--- src/rtl/game_pkg.sv ---
// Shared constants for the key-driven bird game controller: key event codes,
// motion modes, FSM state encoding and bounce direction encoding.
package game_pkg;

  // PS2 key event codes; code 3 is treated the same as KEY_NONE
  localparam logic [1:0] KEY_NONE    = 2'd0;
  localparam logic [1:0] KEY_PRESS   = 2'd1;
  localparam logic [1:0] KEY_RELEASE = 2'd2;

  // Motion modes
  localparam int unsigned MODE_BOUNCE  = 0;
  localparam int unsigned MODE_GRAVITY = 1;

  // Handshake FSM states
  typedef logic [0:0] state_t;
  localparam state_t IDLE = 1'b0;
  localparam state_t ACK  = 1'b1;

  // Bounce direction
  typedef logic dir_t;
  localparam dir_t DIR_DOWN = 1'b0;
  localparam dir_t DIR_UP   = 1'b1;

endpackage : game_pkg

--- src/rtl/game_score_counter.sv ---
// Score counter with increment and synchronous clear.
// Build option: KEY_GAME_SCORE_BCD_EN selects a packed-BCD counter
// (SCORE_W/4 digits, all-9s wraps to 0); otherwise plain binary wrap.
module game_score_counter #(
  parameter int unsigned SCORE_W = 16
) (
  input  logic               clock,
  input  logic               reset,
  input  logic               inc,
  input  logic               clear,
  output logic [SCORE_W-1:0] score
);

  logic [SCORE_W-1:0] score_nxt;

`ifdef KEY_GAME_SCORE_BCD_EN
  localparam int unsigned DIGITS = SCORE_W / 4;

  logic carry;

  // Digit-ripple BCD increment: a 9 rolls to 0 and carries into the next digit
  always_comb begin
    score_nxt = score;
    carry     = 1'b1;
    for (int i = 0; i < int'(DIGITS); i++) begin
      if (carry) begin
        if (score[i*4 +: 4] == 4'd9) begin
          score_nxt[i*4 +: 4] = 4'd0;
        end else begin
          score_nxt[i*4 +: 4] = score[i*4 +: 4] + 4'd1;
          carry               = 1'b0;
        end
      end
    end
  end
`else
  // Binary increment, wraps naturally at 2^SCORE_W
  always_comb begin
    score_nxt = score + SCORE_W'(1);
  end
`endif

  // Score register; clear has priority over increment
  always_ff @(posedge clock or posedge reset) begin
    if (reset) begin
      score <= '0;
    end else if (clear) begin
      score <= '0;
    end else if (inc) begin
      score <= score_nxt;
    end
  end

endmodule : game_score_counter

--- src/rtl/key_game_ctrl.sv ---
// Key-press game controller: consumes PS2 key events with a one-cycle
// acknowledge, and owns bird position, score, dead flag and debug LED.
// MODE 0 bounces between bounds on each press; MODE 1 applies gravity ticks
// with flap-on-press and a dead/restart state.
// Build option: KEY_GAME_SCORE_BCD_EN makes the score packed BCD.
module key_game_ctrl
  import game_pkg::*;
#(
  parameter int unsigned Y_W         = 10,
  parameter int unsigned Y_MIN       = 0,
  parameter int unsigned Y_MAX       = 456,
  parameter int unsigned Y_START     = 240,
  parameter int unsigned STEP        = 10,
  parameter int unsigned FLAP_STEP   = 10,
  parameter int unsigned GRAV_STEP   = 2,
  parameter int unsigned GRAV_PERIOD = 1000000,
  parameter int unsigned MODE        = 0,
  parameter int unsigned SCORE_W     = 16
) (
  input  logic               clock,
  input  logic               reset,
  input  logic [1:0]         key_state,
  output logic               key_ack,
  output logic [Y_W-1:0]     bird_y,
  output logic [SCORE_W-1:0] score,
  output logic               dead,
  output logic               led
);

  // One extra bit so y +/- step never wraps before clamping
  localparam int unsigned YE_W  = Y_W + 1;
  localparam int unsigned CNT_W = (GRAV_PERIOD > 1) ? $clog2(GRAV_PERIOD) : 1;

  state_t           state_q, state_d;
  dir_t             dir_q, dir_d;
  logic [CNT_W-1:0] cnt_q, cnt_d;
  logic [Y_W-1:0]   y_d;
  logic             dead_d, led_d, ack_d;
  logic             score_inc, score_clr;

  logic [YE_W-1:0]  y_ext;
  logic [YE_W-1:0]  down_sum;
  logic [YE_W-1:0]  grav_sum;
  logic [Y_W-1:0]   bounce_dn_y, bounce_up_y, grav_y, flap_y;
  logic             tick;

  // Clamped position candidates for every kind of move
  always_comb begin
    y_ext    = {1'b0, bird_y};
    down_sum = y_ext + YE_W'(STEP);
    grav_sum = y_ext + YE_W'(GRAV_STEP);

    if (down_sum >= YE_W'(Y_MAX)) bounce_dn_y = Y_W'(Y_MAX);
    else                          bounce_dn_y = Y_W'(down_sum);

    if (y_ext <= YE_W'(Y_MIN + STEP)) bounce_up_y = Y_W'(Y_MIN);
    else                              bounce_up_y = Y_W'(y_ext - YE_W'(STEP));

    if (grav_sum >= YE_W'(Y_MAX)) grav_y = Y_W'(Y_MAX);
    else                          grav_y = Y_W'(grav_sum);

    if (y_ext <= YE_W'(Y_MIN + FLAP_STEP)) flap_y = Y_W'(Y_MIN);
    else                                   flap_y = Y_W'(y_ext - YE_W'(FLAP_STEP));

    tick = (MODE == MODE_GRAVITY) && !dead && (cnt_q == CNT_W'(GRAV_PERIOD - 1));
  end

  // Next-state and next-output logic for handshake, motion and score
  always_comb begin
    state_d   = state_q;
    dir_d     = dir_q;
    cnt_d     = cnt_q;
    y_d       = bird_y;
    dead_d    = dead;
    led_d     = led;
    ack_d     = 1'b0;
    score_inc = 1'b0;
    score_clr = 1'b0;

    // Gravity runs regardless of handshake state while alive
    if ((MODE == MODE_GRAVITY) && !dead) begin
      if (tick) begin
        cnt_d = '0;
        y_d   = grav_y;
        if (grav_y == Y_W'(Y_MAX)) dead_d = 1'b1;
      end else begin
        cnt_d = cnt_q + CNT_W'(1);
      end
    end

    case (state_q)
      IDLE: begin
        if (key_state == KEY_PRESS) begin
          ack_d   = 1'b1;
          state_d = ACK;
          led_d   = 1'b1;
          if (MODE == MODE_GRAVITY) begin
            if (dead) begin
              y_d       = Y_W'(Y_START);
              score_clr = 1'b1;
              dead_d    = 1'b0;
              cnt_d     = '0;
            end else begin
              // Press overrides a coincident tick; the counter has already restarted
              y_d       = flap_y;
              dead_d    = 1'b0;
              score_inc = 1'b1;
            end
          end else begin
            score_inc = 1'b1;
            if (dir_q == DIR_DOWN) begin
              y_d = bounce_dn_y;
              if (bounce_dn_y == Y_W'(Y_MAX)) dir_d = DIR_UP;
            end else begin
              y_d = bounce_up_y;
              if (bounce_up_y == Y_W'(Y_MIN)) dir_d = DIR_DOWN;
            end
          end
        end else if (key_state == KEY_RELEASE) begin
          ack_d   = 1'b1;
          state_d = ACK;
          led_d   = 1'b0;
        end
      end
      ACK: begin
        state_d = IDLE;
      end
      default: begin
        state_d = IDLE;
      end
    endcase
  end

  // State and output registers
  always_ff @(posedge clock or posedge reset) begin
    if (reset) begin
      state_q <= IDLE;
      dir_q   <= DIR_DOWN;
      cnt_q   <= '0;
      bird_y  <= Y_W'(Y_START);
      dead    <= 1'b0;
      led     <= 1'b0;
      key_ack <= 1'b0;
    end else begin
      state_q <= state_d;
      dir_q   <= dir_d;
      cnt_q   <= cnt_d;
      bird_y  <= y_d;
      dead    <= dead_d;
      led     <= led_d;
      key_ack <= ack_d;
    end
  end

  game_score_counter #(
    .SCORE_W (SCORE_W)
  ) u_score (
    .clock (clock),
    .reset (reset),
    .inc   (score_inc),
    .clear (score_clr),
    .score (score)
  );

endmodule : key_game_ctrl

--- config.mk ---
export PLATFORM = sky130hd
export DESIGN_NAME = key_game_ctrl
export DESIGN_NICKNAME = d
export VERILOG_FILES = /design/src/rtl/game_pkg.sv /design/src/rtl/game_score_counter.sv /design/src/rtl/key_game_ctrl.sv
export SDC_FILE = /design/constraint.sdc
export NUM_CORES = 1
export LEC_CHECK = 0
export CORE_MARGIN = 3
export CORE_UTILIZATION = 25
export DETAILED_ROUTE_END_ITERATION = 10
export PLACE_DENSITY = 0.47
export SKIP_CTS_REPAIR_TIMING = 1
export SYNTH_ARGS = -nofsm -noshare
export SYNTH_HDL_FRONTEND = slang
export SYNTH_HIERARCHICAL = 1
export SYNTH_SLANG_ARGS = --single-unit
--- constraint.sdc ---
create_clock -name clock -period 3.35 [get_ports clock]
set_input_delay 0.335 -clock clock [delete_from_list [all_inputs] [get_ports clock]]
set_output_delay 0.335 -clock clock [all_outputs]
set_load 0.03 [all_outputs]
==> flow_summary.html, run 1 <==
<table>
<tr><th>Metric</th><th>Value</th></tr>
<tr><th colspan="2">Run status</th></tr>
<tr><td>Result of the run</td><td>finished clean</td></tr>
<tr><th colspan="2">Floorplanning</th></tr>
<tr><td>Die width</td><td>between 90 and 100 um</td></tr>
<tr><td>I/O Pins</td><td>33</td></tr>
<tr><td>Chip height</td><td>94.8 um</td></tr>
<tr><td>Row count</td><td>31</td></tr>
<tr><td>Area of the die</td><td>8980 um^2</td></tr>
<tr><td>Area of the placeable core</td><td>7450 um^2</td></tr>
<tr><td>Initial core utilization</td><td>26.4%</td></tr>
<tr><th colspan="2">CTS</th></tr>
<tr><td>Later-pin clock latency in the skew report</td><td>280 ps</td></tr>
<tr><td>Buffer levels on the longest clock path</td><td>2</td></tr>
<tr><td>TritonCTS Sinks</td><td>29</td></tr>
<tr><td>Buffer type at the clock tree root</td><td>sky130_fd_sc_hd__clkbuf_8</td></tr>
<tr><td>TritonCTS Buffers</td><td>5</td></tr>
<tr><td>Number of levels in the clock H-tree</td><td>2</td></tr>
<tr><td>CTS clk-pin slew, worst paths</td><td>about 70 ps</td></tr>
<tr><td>Clock tree from TritonCTS</td><td>done</td></tr>
<tr><th colspan="2">Worst setup path</th></tr>
<tr><td>Worst path required time</td><td>3540 ps</td></tr>
<tr><td>Register-to-register setup slack</td><td>980 ps</td></tr>
<tr><td>CP max stage delay</td><td>about 570 ps</td></tr>
<tr><td>Worst Path Class, Setup</td><td>register to register</td></tr>
<tr><td>Worst Setup Start Kind</td><td>register</td></tr>
<tr><td>Series of cell instances along the critical path</td><td>ha_1, o21ai_0, or4b_4, and2_4, or3_4, a31oi_1</td></tr>
<tr><td>Largest fanout on the critical path</td><td>13</td></tr>
<tr><td>R2R cell count</td><td>6</td></tr>
<tr><td>Data arrival time of the worst path</td><td>2570 ps</td></tr>
<tr><td>Critical path's slowest cell</td><td>sky130_fd_sc_hd__dfrtp_1</td></tr>
<tr><td>Endpoint class of the critical path</td><td>register</td></tr>
<tr><th colspan="2">Logic synthesis</th></tr>
<tr><td>Most used standard cell by instance count after synthesis</td><td>sky130_fd_sc_hd__dfrtp_1</td></tr>
<tr><td>Cell type contributing the most total cell area after synthesis</td><td>sky130_fd_sc_hd__dfrtp_1</td></tr>
<tr><td>Most numerous cell types in the synthesized netlist</td><td>25 x sky130_fd_sc_hd__dfrtp_1, 22 x sky130_fd_sc_hd__nor2_1, 15 x sky130_fd_sc_hd__inv_1</td></tr>
<tr><td>Instance count of the mapped netlist</td><td>224</td></tr>
<tr><td>Post-synthesis area per instance</td><td>8.79 um^2</td></tr>
<tr><td>Top cells by area in the synthesized netlist</td><td>sky130_fd_sc_hd__dfrtp_1 32%, sky130_fd_sc_hd__dfstp_2 5.3%, sky130_fd_sc_hd__xnor2_1 4.9%</td></tr>
<tr><td>Number of warnings reported in the yosys synthesis log</td><td>6</td></tr>
<tr><td>Async S/R FF share, synth</td><td>100%</td></tr>
<tr><td>Count of different cell masters after synthesis</td><td>between 50 and 60</td></tr>
<tr><td>Number of flops mapped to enable cells by yosys</td><td>0</td></tr>
<tr><td>Post-synthesis sequential area ratio</td><td>around 37%</td></tr>
<tr><td>Synth Flop Type</td><td>sky130_fd_sc_hd__dfrtp_1</td></tr>
<tr><td>Number of synthesized register bits</td><td>29</td></tr>
<tr><td>Synth Cell Area</td><td>1970 um^2</td></tr>
<tr><td>Proportion of netlist area held by the largest area contributor</td><td>31.8%</td></tr>
<tr><th colspan="2">Routing</th></tr>
<tr><td>Iteration-0 DRC Markers</td><td>105</td></tr>
<tr><td>Antenna violation net count after detailed routing</td><td>0</td></tr>
<tr><td>Overall via count from detail_route</td><td>1704</td></tr>
<tr><td>Per-cell via count in the routed design</td><td>4.87</td></tr>
<tr><td>Wire length reported by the detailed router</td><td>roughly 5.1 mm</td></tr>
<tr><td>Count of TritonRoute iterations in the first routing pass</td><td>4</td></tr>
<tr><td>Drt wl/cell</td><td>between 10 and 15 um</td></tr>
<tr><td>DRC Markers</td><td>0</td></tr>
<tr><th colspan="2">Timing</th></tr>
<tr><td>Worst-case hold slack</td><td>418 ps</td></tr>
<tr><td>Setup_tns</td><td>0 ps</td></tr>
<tr><td>Final Setup Violations</td><td>0</td></tr>
<tr><td>Slew of the pin with the lowest slew margin</td><td>676 ps</td></tr>
<tr><td>Time the final worst path needs with I/O delays and setup</td><td>~2400 ps</td></tr>
<tr><td>Slew margin rel.</td><td>54.9%</td></tr>
<tr><td>RSZ-0062 raised after global routing</td><td>false</td></tr>
<tr><td>Maximum clock skew at final layout</td><td>7.39 ps</td></tr>
<tr><td>Number of failing hold endpoints at the final stage</td><td>0</td></tr>
<tr><td>Pins Over Slew Limit</td><td>0</td></tr>
<tr><td>Share of the clock period used by the worst path after layout</td><td>a little over two thirds</td></tr>
<tr><td>Maximum operating frequency</td><td>422 MHz</td></tr>
<tr><th colspan="2">Final layout</th></tr>
<tr><td>Fillcell total</td><td>804</td></tr>
<tr><td>Total area of multi-input combinational cells</td><td>approximately 1100 um^2</td></tr>
<tr><td>Layout overhead on the synthesized area</td><td>24.6%</td></tr>
<tr><td>Count of nets after finishing</td><td>259</td></tr>
<tr><td>Register cell area after layout</td><td>731 um^2</td></tr>
<tr><td>Count of inserted antenna diode cells</td><td>0</td></tr>
<tr><td>Fraction of final layout cells sized beyond drive strength 1</td><td>9.96%</td></tr>
<tr><th colspan="2">GRT</th></tr>
<tr><td>Maximum number of pins on one net before global-route repair</td><td>21</td></tr>
<tr><td>First-pass GRT wire length</td><td>8.80 mm</td></tr>
<tr><td>Global-route total usage across every layer</td><td>between 10% and 20%</td></tr>
<tr><td>Antenna violations before repair</td><td>0</td></tr>
<tr><td>Number of global-route vias before repair</td><td>~1.7k</td></tr>
<tr><td>Overall overflow remaining after global route</td><td>0</td></tr>
<tr><th colspan="2">Placement</th></tr>
<tr><td>HPWL reported at the end of detailed placement</td><td>between 3 and 4 mm</td></tr>
<tr><td>Number of buffers added on ports</td><td>31</td></tr>
<tr><td>Global placer's final weighted congestion</td><td>0.824</td></tr>
<tr><th colspan="2">Power</th></tr>
<tr><td>Highest ir drop seen on vdd</td><td>229 uV</td></tr>
<tr><td>Power per unit of standard cell area</td><td>646 nW/um^2</td></tr>
<tr><td>Cell leakage power</td><td>between 0.0009 and 0.001 uW</td></tr>
<tr><th colspan="2">Run</th></tr>
<tr><td>Total of max-cap violations</td><td>0</td></tr>
<tr><th colspan="2">Min path</th></tr>
<tr><td>Class of the tightest hold or removal check</td><td>input pin to asynchronous set/reset pin</td></tr>
</table>
## power by group
group	internal [uW]	total [uW]	leakage, uW	switching (uW)
Sequential	416	584	0.000363	168
Combinational	278	624	0.000542	347
Clock	242	377	0.0000585	135
Total	936	1580	0.000963	649
## layout make-up
type	count	share of cell area, %
clock buffer	7	3.52
timing repair buffer	33	13.3
inverter	15	2.29
multi-input combinational	166	44.9
tap	99	5.05
sequential	29	29.8
clock inverter	1	1.22
## kinds of logic (layout without fill, tap and decap cells)
| group | count (synthesis) | after routing | share of synthesized area [%] |
|---|---|---|---|
| multiplexers | 3 | 3 | 1.65 |
| AO/OA/AOI/OAI | 55 | 55 | 18.7 |
| adder cells (fa/ha/maj) | 5 | 5 | 3.18 |
| buffers and inverters | 30 | 56 | 7.18 |
| AND/OR/NAND/NOR | 85 | 85 | 24.9 |
| XOR/XNOR | 16 | 16 | 7.12 |
| flip-flops | 29 | 29 | 37.1 |
| other | 1 | 2 | 0.190 |
## worst max-delay path, delay by kind of cell (launching register included)
| family | cells | cell delay (ps) |
|---|---|---|
| simple gates | 3 | 1080 |
| flops | 1 | 570 |
| fa+ha+maj | 1 | 320 |
| compound gates | 2 | 320 |
## layer usage
metal | track usage [%] | wire, um | vias up
li1 | - | - | 854
met1 | 17.7 | 2530 | 813
met2 | 18.7 | 2220 | 33
met3 | 2.95 | 224 | 4
met4 | 3.97 | 70 | 0
met5 | 0 | 0 | -
## metrics by stage
stage | instance area [um^2] | cells | util (%) | setup WS (ps) | total power [uW]
3_3_place_gp | 2340 | 342 | 31.4 | 997 | 1220
5_1_grt | 2450 | 350 | 32.9 | 842 | 1700
6_report | 2450 | 350 | 32.9 | 978 | 1580
3_5_place_dp | 2340 | 342 | 31.4 | 976 | 1220
2_1_floorplan | 1970 | 225 | - | 872 | 1040
4_1_cts | 2450 | 350 | 32.9 | 966 | 1610
## path summary, 6_finish.rpt
kind,startpoint,endpoint
worst max register to register,bird_y[1],bird_y[0]
max in group asynchronous,reset,u_score/score[13]
worst min register to register,key_ack,key_ack
worst min-delay path,reset,bird_y[3]
min in group clock,key_ack,key_ack
worst max-delay path,bird_y[1],bird_y[0]
## layout by cell type (no fill, tap or decap), drive strengths merged, types with 2 or more instances in the layout
| cell type | n |
|---|---|
| nor3 | 12 |
| nand3 | 5 |
| nand2b | 4 |
| a21o | 2 |
| o32ai | 2 |
| nand4 | 8 |
| nor2 | 22 |
| mux2 | 2 |
| nand2 | 11 |
| a22oi | 2 |
| and2 | 3 |
| clkdlybuf4s50 | 31 |
| or4 | 2 |
| a211oi | 2 |
| ha | 5 |
| a22o | 3 |
| o21ai | 15 |
| a31oi | 4 |
| nand3b | 2 |
| a21oi | 10 |
| clkbuf | 7 |
| nor4b | 3 |
| xnor2 | 11 |
| dfstp | 4 |
| or3 | 3 |
| o22ai | 2 |
| buf | 2 |
| inv | 15 |
| dfrtp | 25 |
| conb | 2 |
| o211ai | 4 |
| xor2 | 5 |
| and3 | 3 |
## flip-flops by register name (all words and copies together) (netlist names)
name           cells
dir_q              1
u_score/score     16
key_ack            1
bird_y            10
led                1
Power figures use the tool's default switching activity.
==> run 2, diff against run 1 <==
==> constraint.sdc (replaced) <==
create_clock -name clock -period 2.2 [get_ports clock]
set_input_delay 0.22 -clock clock [delete_from_list [all_inputs] [get_ports clock]]
set_output_delay 0.22 -clock clock [all_outputs]
set_load 0.03 [all_outputs]
==> run 2 against run 1 <==
  * Final cell count increased by 5.7%
  * Setup slack lost 850 ps
  * Sequential power up 19%
  * Die area is the same
  * Count of clock-buffer cells in the layout is 1 higher
  * Highest routed layer unchanged
==> flow_summary.html, run 2 (same netlist as run 1, synthesis figures left out) <==
<table>
<tr><th>Metric</th><th>Value</th></tr>
<tr><th colspan="2">Final layout</th></tr>
<tr><td>Biggest register</td><td>u_score/score</td></tr>
<tr><td>Layout overhead on the synthesized area</td><td>31.4%</td></tr>
<tr><td>Count of nets after finishing</td><td>279</td></tr>
<tr><td>Fraction of final layout cells sized beyond drive strength 1</td><td>17.3%</td></tr>
<tr><td>Registers with the most flip-flops</td><td>u_score/score (16), bird_y (10)</td></tr>
<tr><td>Most frequent standard cell in the layout excluding fill and tap cells</td><td>sky130_fd_sc_hd__clkdlybuf4s50_1</td></tr>
<tr><td>Most frequent cells in the layout</td><td>31 x sky130_fd_sc_hd__clkdlybuf4s50_1, 23 x sky130_fd_sc_hd__dfrtp_1, 22 x sky130_fd_sc_hd__nor2_1, 22 x sky130_fd_sc_hd__buf_4, 15 x sky130_fd_sc_hd__inv_1</td></tr>
<tr><td>Flip-flop count of the largest register, all copies and words added</td><td>16</td></tr>
<tr><td>Count of inserted antenna diode cells</td><td>0</td></tr>
<tr><th colspan="2">Min path</th></tr>
<tr><td>Class of the tightest hold or removal check</td><td>input pin to asynchronous set/reset pin</td></tr>
<tr><th colspan="2">Power</th></tr>
<tr><td>Highest ir drop seen on vdd</td><td>464 uV</td></tr>
<tr><td>Power per unit of standard cell area</td><td>962 nW/um^2</td></tr>
<tr><td>Clock network fraction of total power</td><td>a little under a fifth</td></tr>
<tr><td>Relative contribution of combinational cells to total power</td><td>53.9%</td></tr>
<tr><td>Net switching power figure</td><td>about 1000 uW</td></tr>
<tr><td>Cell leakage power</td><td>roughly 0.0010 uW</td></tr>
<tr><td>Total internal power</td><td>1460 uW</td></tr>
<tr><td>Switch share</td><td>between 40% and 50%</td></tr>
<tr><td>Part of the total power dissipated in sequential elements</td><td>27.9%</td></tr>
<tr><th colspan="2">Timing</th></tr>
<tr><td>Worst-case hold slack</td><td>roughly 330 ps</td></tr>
<tr><td>Pins Over Slew Limit</td><td>0</td></tr>
<tr><td>Slew of the pin with the lowest slew margin</td><td>636 ps</td></tr>
<tr><td>Worst Setup Slack, final</td><td>127 ps</td></tr>
<tr><td>Time the final worst path needs with I/O delays and setup</td><td>roughly 2100 ps</td></tr>
<tr><td>Final Setup Violations</td><td>0</td></tr>
<tr><td>Number of failing hold endpoints at the final stage</td><td>0</td></tr>
<tr><td>Maximum operating frequency</td><td>approximately 480 MHz</td></tr>
<tr><td>Slew margin rel.</td><td>57.6%</td></tr>
<tr><td>RSZ-0062 raised after global routing</td><td>false</td></tr>
<tr><td>Maximum clock skew at final layout</td><td>between 7 and 8 ps</td></tr>
<tr><td>Share of the clock period used by the worst path after layout</td><td>94.2%</td></tr>
<tr><th colspan="2">Routing</th></tr>
<tr><td>Per-cell via count in the routed design</td><td>4.82</td></tr>
<tr><td>Antenna violation net count after detailed routing</td><td>0</td></tr>
<tr><td>Iteration-0 DRC Markers</td><td>99</td></tr>
<tr><td>Wire length reported by the detailed router</td><td>5.17 mm</td></tr>
<tr><td>Overall via count from detail_route</td><td>1782</td></tr>
<tr><td>Drt wl/cell</td><td>approximately 14 um</td></tr>
<tr><td>Uppermost signal routing layer after detailed routing</td><td>met4</td></tr>
<tr><td>Met3 routed wirelength</td><td>approximately 250 um</td></tr>
<tr><td>Length of routed wiring on met1</td><td>2.64 mm</td></tr>
<tr><td>DRC Markers</td><td>0</td></tr>
<tr><td>Count of TritonRoute iterations in the first routing pass</td><td>5</td></tr>
<tr><td>Met2 Routed Length</td><td>about 2.2 mm</td></tr>
<tr><th colspan="2">CTS</th></tr>
<tr><td>Clock tree from TritonCTS</td><td>done</td></tr>
<tr><td>Later-pin clock latency in the skew report</td><td>280 ps</td></tr>
<tr><td>TritonCTS Sinks</td><td>29</td></tr>
<tr><td>Number of levels in the clock H-tree</td><td>2</td></tr>
<tr><td>Buffer levels on the longest clock path</td><td>2</td></tr>
<tr><td>CTS clk-pin slew, worst paths</td><td>60 ps</td></tr>
<tr><td>Buffer type at the clock tree root</td><td>sky130_fd_sc_hd__clkbuf_8</td></tr>
<tr><td>TritonCTS Buffers</td><td>5</td></tr>
<tr><th colspan="2">GRT</th></tr>
<tr><td>Overall overflow remaining after global route</td><td>0</td></tr>
<tr><td>Maximum number of pins on one net before global-route repair</td><td>20</td></tr>
<tr><td>Number of global-route vias before repair</td><td>1753</td></tr>
<tr><td>Global-route total usage across every layer</td><td>12.6%</td></tr>
<tr><td>Antenna violations before repair</td><td>0</td></tr>
<tr><td>First-pass GRT wire length</td><td>8.84 mm</td></tr>
<tr><th colspan="2">Worst setup path</th></tr>
<tr><td>Register-to-register setup slack</td><td>130 ps</td></tr>
<tr><td>CP endpoint</td><td>bird_y[3]</td></tr>
<tr><td>Count of buffering cells on the critical path with inverters included</td><td>3</td></tr>
<tr><td>Worst Path Class, Setup</td><td>register to register</td></tr>
<tr><td>Crit path max-delay family</td><td>compound AO/OA/AOI/OAI gates</td></tr>
<tr><td>Reg2Reg Launch Point</td><td>bird_y[2]</td></tr>
<tr><td>Endpoint class of the critical path</td><td>register</td></tr>
<tr><td>Critical path's slowest cell</td><td>sky130_fd_sc_hd__dfrtp_1</td></tr>
<tr><td>Most numerous cell on the critical path</td><td>sky130_fd_sc_hd__buf_4</td></tr>
<tr><td>Stages on the worst setup path</td><td>9</td></tr>
<tr><td>R2R cell count</td><td>9</td></tr>
<tr><td>Launch point of the critical path</td><td>bird_y[2]</td></tr>
<tr><td>Series of cell instances along the critical path</td><td>buf_4, inv_1, ha_1, nor2b_1, o211ai_1, buf_4, a31o_2, a211oi_1, o32ai_1</td></tr>
<tr><td>Data arrival time of the worst path</td><td>2230 ps</td></tr>
<tr><td>Worst path required time</td><td>2360 ps</td></tr>
<tr><td>Reg-to-reg endpoint</td><td>bird_y[3]</td></tr>
<tr><td>Largest fanout on the critical path</td><td>6</td></tr>
<tr><td>CP max stage delay</td><td>400 ps</td></tr>
<tr><td>Worst Setup Start Kind</td><td>register</td></tr>
<tr><th colspan="2">Floorplanning</th></tr>
<tr><td>Row count</td><td>31</td></tr>
<tr><td>I/O Pins</td><td>33</td></tr>
<tr><td>Area of the die</td><td>8980 um^2</td></tr>
<tr><td>Initial core utilization</td><td>a little over a quarter</td></tr>
<tr><td>Area of the placeable core</td><td>7450 um^2</td></tr>
<tr><td>Die width</td><td>between 90 and 100 um</td></tr>
<tr><td>Chip height</td><td>94.8 um</td></tr>
<tr><th colspan="2">Placement</th></tr>
<tr><td>Global placer's final weighted congestion</td><td>between 0.8 and 0.9</td></tr>
<tr><td>Pre-CTS setup slack</td><td>-41.0 ps</td></tr>
<tr><td>HPWL reported at the end of detailed placement</td><td>3.86 mm</td></tr>
<tr><td>Number of buffers added on ports</td><td>31</td></tr>
<tr><th colspan="2">Run status</th></tr>
<tr><td>Result of the run</td><td>finished clean</td></tr>
<tr><th colspan="2">Run</th></tr>
<tr><td>Total of max-cap violations</td><td>0</td></tr>
</table>
run 2: changes by cell type in the layout (fill, tap and decap cells not counted), sizes merged:
cell,change
clkbuf,+1
buf,+20
bufinv,-1
run 2: worst min path at each step:
stage / start / to / slack, ps / cells past startpoint
2_1_floorplan: reset / bird_y[0] / 90 / 1
3_3_place_gp: key_ack / key_ack / 460 / 1
3_5_place_dp: key_ack / key_ack / 460 / 1
4_1_cts: reset / bird_y[8] / 330 / 2
5_1_grt: reset / key_ack / 360 / 2
6_report: reset / bird_y[8] / 330 / 2
run 2: power groups by stage:
stage | clock network (uW) | registers (uW) | logic, uW
floorplan | 0 | 868 | 735
global placement | 0 | 701 | 1340
detailed placement | 0 | 701 | 1330
CTS | 477 | 693 | 1340
global route | 499 | 705 | 1480
finish | 454 | 694 | 1340
run 2: area by class of cell:
type	count	area, um^2
Fill cell	805	4860
Multi-Input combinational cell	166	1110
Sequential cell	29	733
Timing Repair Buffer	53	475
Tap cell	99	124
Clock buffer	8	90.1
Inverter	15	56.3
run 2: layer usage:
metal / up-vias / global-route usage, %
met3: 5 / 2.71
met4: 0 / 3.97
met5: - / 0
met2: 37 / 18.5
li1: 893 / -
met1: 847 / 18.4
run 2: worst register-to-register path: cells and delay by family, from the launching register on:
family / cells / cell delay (ps)
AO/OA/AOI/OAI: 4 / 780
adder cells (fa/ha/maj): 1 / 130
buffers and inverters: 3 / 430
flip-flops: 1 / 400
AND/OR/NAND/NOR: 1 / 220
run 2: stage by stage:
stage,std cells,setup TNS (ps),cell area (um^2),utilization [%],power [uW]
final,370,0,2590,34.7,2490
after detailed placement,360,-41.0,2480,33.3,2030
after CTS,368,0,2570,34.5,2510
after global routing,370,0,2590,34.7,2680
after global placement,360,-23.2,2480,33.3,2040
after floorplan,225,0,2000,-,1600
